--- config.mk ---
export PLATFORM = sky130hd
export DESIGN_NAME = lcd_timing_engine
export DESIGN_NICKNAME = d
export VERILOG_FILES = /design/src/rtl/lcd_timing_engine.sv
export SDC_FILE = /design/constraint.sdc
export NUM_CORES = 1
export LEC_CHECK = 0
export CAP_MARGIN = 5
export CORE_MARGIN = 2
export CORE_UTILIZATION = 45
export CTS_BUF_LIST = sky130_fd_sc_hd__clkbuf_2
export DETAILED_ROUTE_END_ITERATION = 10
export PLACE_DENSITY_LB_ADDON = 0.1
export SLEW_MARGIN = 15
export SYNTH_ARGS = -nofsm -noshare
export SYNTH_HDL_FRONTEND = slang
export SYNTH_SLANG_ARGS = --single-unit
export TNS_END_PERCENT = 5
--- constraint.sdc ---
create_clock -name clk -period 6.52 [get_ports clk]
set_input_delay 1.304 -clock clk [delete_from_list [all_inputs] [get_ports clk]]
set_output_delay 1.304 -clock clk [all_outputs]
set_load 0.01 [all_outputs]
--- src/rtl/lcd_timing_engine.sv ---
// RGB-LCD timing generator: H/V counters, sync/DE generation, pixel fetch request and a
// two-stage registered pin path with built-in test patterns.
module lcd_timing_engine #(
    parameter int unsigned  R_W      = 5,
    parameter int unsigned  G_W      = 6,
    parameter int unsigned  B_W      = 5,
    parameter int unsigned  H_ACTIVE = 800,
    parameter int unsigned  H_FP     = 40,
    parameter int unsigned  H_SYNC   = 48,
    parameter int unsigned  H_BP     = 40,
    parameter int unsigned  V_ACTIVE = 480,
    parameter int unsigned  V_FP     = 13,
    parameter int unsigned  V_SYNC   = 3,
    parameter int unsigned  V_BP     = 29,
    parameter bit           HS_POL   = 1'b0,
    parameter bit           VS_POL   = 1'b0,
    localparam int unsigned H_TOTAL  = H_ACTIVE + H_FP + H_SYNC + H_BP,
    localparam int unsigned V_TOTAL  = V_ACTIVE + V_FP + V_SYNC + V_BP,
    localparam int unsigned HW       = $clog2(H_TOTAL),
    localparam int unsigned VW       = $clog2(V_TOTAL)
) (
    input  logic           clk,
    input  logic           reset,
    input  logic           enable,
    input  logic [1:0]     pattern_mode,
    input  logic [R_W-1:0] pix_r_in,
    input  logic [G_W-1:0] pix_g_in,
    input  logic [B_W-1:0] pix_b_in,
    output logic           pix_req,
    output logic [HW-1:0]  pix_x,
    output logic [VW-1:0]  pix_y,
    output logic           frame_start,
    output logic [R_W-1:0] lcd_r,
    output logic [G_W-1:0] lcd_g,
    output logic [B_W-1:0] lcd_b,
    output logic           lcd_hsync,
    output logic           lcd_vsync,
    output logic           lcd_den
);
    localparam int unsigned   BW       = HW + 3;
    localparam logic [HW-1:0] H_ACT_C  = HW'(H_ACTIVE);
    localparam logic [HW-1:0] HS_BEG_C = HW'(H_ACTIVE + H_FP);
    localparam logic [HW-1:0] HS_END_C = HW'(H_ACTIVE + H_FP + H_SYNC);
    localparam logic [HW-1:0] H_LAST_C = HW'(H_TOTAL - 1);
    localparam logic [VW-1:0] V_ACT_C  = VW'(V_ACTIVE);
    localparam logic [VW-1:0] VS_BEG_C = VW'(V_ACTIVE + V_FP);
    localparam logic [VW-1:0] VS_END_C = VW'(V_ACTIVE + V_FP + V_SYNC);
    localparam logic [VW-1:0] V_LAST_C = VW'(V_TOTAL - 1);
    localparam logic [BW-1:0] BAR_W_C  = BW'(H_ACTIVE / 8);

    logic [HW-1:0] h_q, h_d;
    logic [VW-1:0] v_q, v_d;
    logic [1:0]    mode_q, mode_cur;
    logic          run, den0, hs0, vs0, hb3, vb3;

    logic          den1_q, hs1_q, vs1_q, chk1_q;
    logic [1:0]    mode1_q;
    logic [HW-1:0] x1_q;

    logic [BW-1:0]  bar;
    logic           bar_ok;
    logic [R_W-1:0] r_c;
    logic [G_W-1:0] g_c;
    logic [B_W-1:0] b_c;

    // Checkerboard uses bit 3 of each coordinate; tiny counters have no such bit.
    if (HW > 3) begin : g_hb3
        assign hb3 = h_q[3];
    end else begin : g_hb3_none
        assign hb3 = 1'b0;
    end
    if (VW > 3) begin : g_vb3
        assign vb3 = v_q[3];
    end else begin : g_vb3_none
        assign vb3 = 1'b0;
    end

    assign pix_x = h_q;
    assign pix_y = v_q;

    always_comb begin
        run         = enable & ~reset;
        frame_start = run & (h_q == '0) & (v_q == '0);
        // New mode applies from the frame_start pixel itself.
        mode_cur    = frame_start ? pattern_mode : mode_q;
        den0        = run & (h_q < H_ACT_C) & (v_q < V_ACT_C);
        hs0         = run & (h_q >= HS_BEG_C) & (h_q < HS_END_C);
        vs0         = run & (v_q >= VS_BEG_C) & (v_q < VS_END_C);
        pix_req     = den0 & (mode_cur == 2'd0);
        h_d         = h_q;
        v_d         = v_q;
        if (!run) begin
            h_d = '0;
            v_d = '0;
        end else if (h_q == H_LAST_C) begin
            h_d = '0;
            v_d = (v_q == V_LAST_C) ? '0 : v_q + VW'(1);
        end else begin
            h_d = h_q + HW'(1);
        end
    end

    always_comb begin
        bar    = {3'b000, x1_q} / BAR_W_C;
        bar_ok = ~|bar[BW-1:3];
        r_c    = '0;
        g_c    = '0;
        b_c    = '0;
        if (den1_q) begin
            case (mode1_q)
                2'd0: begin
                    r_c = pix_r_in;
                    g_c = pix_g_in;
                    b_c = pix_b_in;
                end
                // Bars white..black map to rgb = ~{bar[1], bar[2], bar[0]}.
                2'd1: begin
                    r_c = {R_W{bar_ok & ~bar[1]}};
                    g_c = {G_W{bar_ok & ~bar[2]}};
                    b_c = {B_W{bar_ok & ~bar[0]}};
                end
                2'd2: begin
                    r_c = {R_W{chk1_q}};
                    g_c = {G_W{chk1_q}};
                    b_c = {B_W{chk1_q}};
                end
                default: begin
                    r_c = '1;
                    g_c = '1;
                    b_c = '1;
                end
            endcase
        end
    end

    always_ff @(posedge clk or posedge reset) begin
        if (reset) begin
            h_q       <= '0;
            v_q       <= '0;
            mode_q    <= 2'd0;
            den1_q    <= 1'b0;
            hs1_q     <= 1'b0;
            vs1_q     <= 1'b0;
            chk1_q    <= 1'b0;
            mode1_q   <= 2'd0;
            x1_q      <= '0;
            lcd_r     <= '1;
            lcd_g     <= '1;
            lcd_b     <= '1;
            lcd_hsync <= ~HS_POL;
            lcd_vsync <= ~VS_POL;
            lcd_den   <= 1'b0;
        end else begin
            h_q       <= h_d;
            v_q       <= v_d;
            mode_q    <= mode_cur;
            den1_q    <= den0;
            hs1_q     <= hs0;
            vs1_q     <= vs0;
            chk1_q    <= hb3 ^ vb3;
            mode1_q   <= mode_cur;
            x1_q      <= h_q;
            lcd_r     <= r_c;
            lcd_g     <= g_c;
            lcd_b     <= b_c;
            lcd_hsync <= hs1_q ? HS_POL : ~HS_POL;
            lcd_vsync <= vs1_q ? VS_POL : ~VS_POL;
            lcd_den   <= den1_q;
        end
    end
endmodule

# --- Word-level counts from Yosys, hierarchy flattened ---
# Index checks and enable logic that the tools add are counted.
classes:
  addsub: 2
  multipliers: 0
  div_mod_pow: 1
  order_cmp: 6
  n_eq_ne: 5
  n_shift: 0
  n_mux: 14
  n_bitwise: 18
  reduce_logical: 6
op_table:
  columns: ["op", "count"]
  rows:
  - ["two-way mux 10 bit", 5]
  - ["case mux 5 bit (3 select lines)", 2]
  - ["adder 10 x 1 -> 10 bit (second input constant)", 2]
  - ["equality test 10 bit (second input constant)", 2]
  - ["logical NOT 10 bit", 2]
  - ["< comparator 10 bit (second input constant)", 2]
  - ["< comparator 10 x 9 -> 1 bit (second input constant)", 2]
  - ["case mux 6 bit (3 select lines)", 1]
  - ["bitwise AND 1 bit", 13]
  - ["divider 10 x 7 -> 13 bit (second input constant)", 1]
  - ["greater-or-equal comparator 10 bit (second input constant)", 1]
  - ["greater-or-equal comparator 10 x 9 -> 1 bit (second input constant)", 1]
  - ["two-way mux 5 bit", 2]
  - ["OR reduction 10 bit", 1]
  - ["two-way mux 6 bit", 1]
  - ["logical NOT 2 bit", 2]
  - ["inverter 1 bit", 4]
  - ["equality test 2 x 1 -> 1 bit (second input constant)", 1]
  - ["equality test 2 bit (second input constant)", 1]
  - ["two-way mux 1 bit", 2]
  - ["two-way mux 2 bit", 1]
  - ["!= test 2 x 1 -> 1 bit (second input constant)", 1]
  - ["logical NOT 1 bit", 1]
  - ["XOR 1 bit", 1]
word_totals:
  register_bits: 55
  latchBits: 0
  ramBits: 0
  rom_bits: 0
  inputBits: 21
  out_inout_bits: 41
  wordCells: 66
  memories: 0

# --- Depth between registers and ports, before layout ---
# Gate-level depths: netlist of the first run.
depth:
  word_depth: 7
  mapped_depth: 11

# --- Least setup slack after synthesis of the first run ---
# No wires, ideal clock.
synth_timing:
  path_kind: "input -> output"
  from: "in reset"
  to: "out pix_req"
  arrival_ps: 3863
  required_ps: 5216
  slack_ps: 1353
  path_stages: 7
  path_cell_list: "inv_1 -> nand2_1 -> nor2_1 -> nand2_1 -> nor3_1 -> mux2_2 -> nor3b_1"
synth_via:
  elab_chain_len: 7
synth_lines:
  columns: ["item", "line", "rtl"]
  rows:
  - ["start: declaration", "23", "input logic reset,"]
  - ["inverter 1 bit", "82", "run = enable & ~reset;"]
  - ["bitwise AND 1 bit", "82", null]
  - ["bitwise AND 1 bit (2 in a row)", "83", "frame_start = run & (h_q == '0) & (v_q == '0);"]
  - ["two-way mux 2 bit", "85", "mode_cur = frame_start ? pattern_mode : mode_q;"]
  - ["named net mode_cur[0]", "53", "logic [1:0] mode_q, mode_cur;"]
  - ["logical NOT 2 bit", "89", "pix_req = den0 & (mode_cur == 2'd0);"]
  - ["bitwise AND 1 bit", "89", null]
  - ["end: declaration", "29", "output logic pix_req,"]
# The timed path passes the listed nets, and every way through them passes these cells.

# --- Worst setup path in the final report of the first run ---
# Same ends and word-level chain as after synthesis.

==> results of run 1 <==
critical path, cell delays in order:
cell and delay [ns]:
clkdlybuf4s50_1 0.43, inv_2 0.06, nand2_1 0.10, nor2_1 0.14
nand2_1 0.08, nor3_1 0.30, mux2_2 0.39, nor3b_1 0.19
clkdlybuf4s50_1 0.58
metrics by stage:
| stage | power [uW] | instances | hold slack [ns] | setup WS, ns |
|---|---|---|---|---|
| after floorplan | 412 | 303 | 0.337 | 1.35 |
| after global routing | 649 | 439 | 0.404 | 1.37 |
| final | 617 | 439 | 0.356 | 1.64 |
| after CTS | 626 | 439 | 0.373 | 1.62 |
| after detailed placement | 460 | 431 | 0.341 | 1.62 |
| after global placement | 458 | 431 | 0.339 | 1.66 |
worst max path at each step:
stage	startpoint	to	slack, ns	depth (start not counted)
finish	reset	pix_req	1.64	9
global placement	reset	pix_req	1.66	9
CTS	reset	pix_req	1.62	9
floorplan	reset	pix_req	1.35	7
global route	reset	pix_req	1.37	9
detailed placement	reset	pix_req	1.62	9
power by group through the flow:
stage / registers, uW / clock network (uW) / logic [uW]
2_1_floorplan: 367 / 0 / 45.0
3_3_place_gp: 362 / 0 / 96.0
3_5_place_dp: 362 / 0 / 97.5
4_1_cts: 357 / 170 / 98.2
5_1_grt: 360 / 182 / 107
6_report: 357 / 164 / 96.4
synthesized netlist by cell type (all sizes together) (5+ instances only):
master / instances / area (sq um)
and3: 5 / 32.5
a21oi: 16 / 83.8
nor4: 5 / 31.3
o21a: 7 / 52.6
nor3: 8 / 40.0
nor2: 38 / 143
nand3: 12 / 60.1
nand2: 19 / 71.3
o21ai: 22 / 110
dfstp: 18 / 473
clkbuf: 5 / 18.8
ha: 7 / 87.6
o31ai: 5 / 37.5
buf: 6 / 38.8
inv: 13 / 48.8
nor2b: 5 / 31.3
dfrtp: 35 / 876
and2: 12 / 77.6
xor2: 5 / 43.8
cells by family (layout without fill, tap and decap cells):
family	after synthesis	in the layout
adder cells (fa/ha/maj)	7	7
buffers and inverters	24	83
AO/OA/AOI/OAI	79	79
AND/OR/NAND/NOR	129	129
multiplexers	2	2
flip-flops	53	53
XOR/XNOR	9	9
area by class of cell:
class	instances	area (sq um)	share of cell area (%)
clock buffer	6	30.0	0.831
multi-input combinational	226	1440	39.8
inverter	13	48.8	1.35
timing repair buffer	62	618	17.1
tap	77	96.3	2.67
clock inverter	2	33.8	0.935
sequential	53	1350	37.3
sequential cells by signal (all words and copies together), names as in the netlist:
| name | count |
|---|---|
| pix_x | 10 |
| pix_y | 10 |
| x1_q | 8 |
| lcd_g | 6 |
| lcd_b | 5 |
| lcd_r | 5 |
| mode1_q | 2 |
| chk1_q | 1 |
| den1_q | 1 |
| hs1_q | 1 |
| lcd_den | 1 |
| lcd_hsync | 1 |
| lcd_vsync | 1 |
| vs1_q | 1 |
per-layer routing:
metal	part of all wire [%]	global-route usage, %	wire, um	vias to the layer above
met5	0	0	0	-
met1	45	24.6	2930	1160
li1	-	-	-	1210
met3	4.8	3.74	311	6
met4	1.0	4.55	65	0
met2	49	32.9	3220	63
==> results.cfg, run 1 <==
[cts]
cts_tree = yes
cts_max_path_buffers = 2
htree_levels = 2
cts_setup_buffers = 0
cts_hold_buf = 0
worstSkewPairLatency_ns = 0.42
cts_made_buffers = 5
clkSinkCount = 53
cts_resized = 0
clk_pin_slew_worst_paths_ns = 0.25
root_buffer = clkbuf_2

[route]
dr_total_vias = 2439
post_drt_wl_per_cell_um = 14.9
firstDrtPassIters = 4
antenna_left = 0
drt-total-wl_um = 6530
drt_iter0_markers = 155
drc = 0
vias_per_cell = 5.56

[hold_path]
hp-class = reg -> reg
hold_path_depth = 1
min_from = vs1_q$_DFF_PP0_
whs_endpoint = lcd_vsync$_DFF_PP1_

[synthesis]
synth_edf_count = 0
ys_seq_area_share_pct = 46.6
synthXorXnorAreaFrac_pct = 2.72
synth_top_family_by_area = simple AND/OR/NAND/NOR gates
syn-num-nets = 331
synth_warnings = 0
synth-seq-cells = 53
synth-compound-area-share_pct = 19.4
yosys.cell_types.count = 64
ys.flop_type = dfrtp_1
synth_area_per_cell_sq_um = 9.55
synthSimpleGateAreaFrac_pct = 23.7
async_flop_share_pct = 100
synth_cells = 303
netlist_area_sq_mm = 0.00289
synthAdderAreaFrac_pct = 3.03
synthMuxAreaShare_pct = 0.779

[power]
p_int_uw = 462
p_clk_share_pct = 26.5
p_sw_uw = 154
p_leak_uw = 0.00143
vdd_drop_max_uv = 102
swShare_pct = 25.0
seq_power_share_pct = 57.8
powerDensity_mw_per_mm2 = 171
comb_power_share_pct = 15.6

[cells_and_area]
nNetsFinal = 389
fill_cells = 579
mostFrequentLayoutCells = clkdlybuf4s50_1 (61), nor2_1 (38), dfrtp_1 (35)
synthToLayoutAreaGrowth_pct = 24.9
num_antenna_cells = 0
drive_gt1_share_pct = 10.8
fin_area_sq_mm = 0.00361
fin_util_pct = 57.6
layout_commonest_cell = clkdlybuf4s50_1

[sta]
rsz0062_at_grt = false
min_period_ns = 4.88
period_share_pct = 74.9
relSlewSlack_pct = 24.0
worstMarginPinSlew_ns = 1.13
drv_slew = 0
fmax_mhz = 205
hold_viol = 0
fin_setup_tns_ns = 0
setup_viol = 0
fin_skew_ns = 0.0243

[floorplanning]
start_util_pct = 46.1
core-area_sq_mm = 0.00628
rows = 29
die_y_um = 84.2
dieArea_sq_mm = 0.00709
ios = 62
fp.dieW_um = 84.2

[placement]
placed_cell_area_sq_mm = 0.00355
hpwl_um = 4640
portBuffers = 61
place_congestion = 0.792

[worst_setup_path]
startpoint_type = input port
cp-end-kind = primary output
reg2regPathDepth = 10
r2r_setup_slack_ns = 3.71
r2r_start = x1_q[6]$_DFF_PP0_
required_ns = 5.22
path_class = in -> out
arrival_ns = 3.58
path_max_fanout = 4
reg2reg_to = lcd_b[1]$_DFF_PP1_

[grt]
grt_pass1_vias = 2333
antenna_found_initial = 0
gr-usage-all-layers_pct = 19.0
grt_max_degree = 54
overflow = 0
grt_pass1_wl_um = 11000

[run]
cap_violations = 0

[status]
status = completed
Note: power is estimated with default switching activity, not from simulation.
==> run 2: changes to the inputs <==
clock period = 3.9 ns   (was 6.52 ns; I/O delays follow)
==> results.cfg, run 2 (same netlist as run 1, synthesis figures left out) <==
[sta]
setup_viol = 0
setup_slack_ns = 0.491
relSlewSlack_pct = 38.0
fin_skew_ns = 0.0243
period_share_pct = 87.4
drv_slew = 0
fin_setup_tns_ns = 0
rsz0062_at_grt = false
hold_viol = 0
min_period_ns = 3.41
fmax_mhz = 293
worstMarginPinSlew_ns = 0.927

[cts]
cts_max_path_buffers = 2
cts_setup_buffers = 0
clkSinkCount = 53
cts_made_buffers = 5
root_buffer = clkbuf_2
cts_tree = yes
htree_levels = 2
cts_hold_buf = 0
cts_resized = 0
worstSkewPairLatency_ns = 0.43
clk_pin_slew_worst_paths_ns = 0.25

[floorplanning]
ios = 62
dieArea_sq_mm = 0.00709
die_y_um = 84.2
core-area_sq_mm = 0.00628
fp.dieW_um = 84.2
start_util_pct = 46.1
rows = 29

[route]
drt_iter0_markers = 140
vias_per_cell = 5.63
drt-total-wl_um = 6590
antenna_left = 0
post_drt_wl_per_cell_um = 14.9
dr_total_vias = 2487
drc = 0
firstDrtPassIters = 4

[worst_setup_path]
path_max_fanout = 3
critPathTopFamily = simple AND/OR/NAND/NOR gates
reg2reg_to = lcd_b[1]$_DFF_PP1_
worstPathCellList = clkdlybuf4s50_1, clkinvlp_4, nand2_1, nor2_1, nand2_1, nor3_4, mux2_2, nor3b_1, dlymetal6s2s_1
startpoint_type = input port
required_ns = 3.12
cp-end-kind = primary output
r2r_setup_slack_ns = 1.06
worst-path-stages = 9
reg2regPathDepth = 10
crit_path_start = reset
crit_end = pix_req
arrival_ns = 2.63
r2r_start = x1_q[6]$_DFF_PP0_
crit_top_cell = nand2_1
critPathSlowestCell = clkdlybuf4s50_1
path_class = in -> out
critical_path.max_stage_delay_ns = 0.45
cp_num_buf_inv = 3

[cells_and_area]
drive_gt1_share_pct = 12.1
num_antenna_cells = 0
fill_cells = 569
mostFrequentLayoutCells = clkdlybuf4s50_1 (60), nor2_1 (38), dfrtp_1 (35)
nNetsFinal = 392
layout_commonest_cell = clkdlybuf4s50_1
synthToLayoutAreaGrowth_pct = 25.6

[hold_path]
min_from = vs1_q$_DFF_PP0_
hp-class = reg -> reg

[run]
cap_violations = 0

[placement]
place_congestion = 0.801
portBuffers = 61
hpwl_um = 4660
detailedPlace.worstSlack_ns = 0.0351

[power]
powerDensity_mw_per_mm2 = 270
p_leak_uw = 0.00144
vdd_drop_max_uv = 167

[grt]
grt_pass1_wl_um = 11300
grt_max_degree = 54
overflow = 0
antenna_found_initial = 0
grt_pass1_vias = 2372
gr-usage-all-layers_pct = 19.6

[status]
status = completed
==> run 2: worst min path at each step <==
stage,to,slack [ns],cells after the start
CTS,lcd_vsync$_DFF_PP1_,0.37,1
floorplan,lcd_hsync$_DFF_PP1_,0.34,1
global route,lcd_vsync$_DFF_PP1_,0.38,1
global placement,lcd_vsync$_DFF_PP1_,0.34,1
detailed placement,lcd_vsync$_DFF_PP1_,0.34,1
finish,lcd_vsync$_DFF_PP1_,0.37,1
==> run 2: power breakdown <==
part	switching, uW	internal [uW]	total, uW
Sequential	12.1	585	597
Combinational	84.6	81.2	166
Clock	173	46.2	219
==> run 2: cell type report <==
| type | instances | area [sq um] | share of cell area, % |
|---|---|---|---|
| tap | 77 | 96.3 | 2.65 |
| sequential | 53 | 1350 | 37.1 |
| clock buffer | 6 | 30.0 | 0.826 |
| multi-input combinational | 226 | 1450 | 39.9 |
| clock inverter | 2 | 15.0 | 0.413 |
| timing repair buffer | 65 | 643 | 17.7 |
| inverter | 13 | 52.6 | 1.45 |
==> run 2: layer usage <==
layer	track usage (%)	part of all wire [%]
met1	26.5	46
met2	32.6	49
met3	3.15	3.8
met4	5.72	0.91
met5	0	0
==> run 2: through the flow <==
step                      cells  cell area, sq um  hold WS, ns  power [uW]  util, %
after global placement      434              3580        0.340         768     57.0
final                       442              3630        0.365         982     57.9
after detailed placement    434              3580        0.341         772     57.0
after CTS                   442              3620        0.366         994     57.7
after floorplan             303              2900        0.337         690        -
after global routing        442              3630        0.382        1030     57.9
==> run 2: worst reg2reg max path, stage by stage, from the launching register on <==
cell       delay, ns
dfrtp_1         0.60
inv_1           0.08
ha_1            0.23
a211o_4         0.37
a2111oi_2       0.51
and2_1          0.24
o221ai_1        0.12
a31oi_1         0.15
a31oi_1         0.08
o2111ai_2       0.30
o21ai_1         0.13
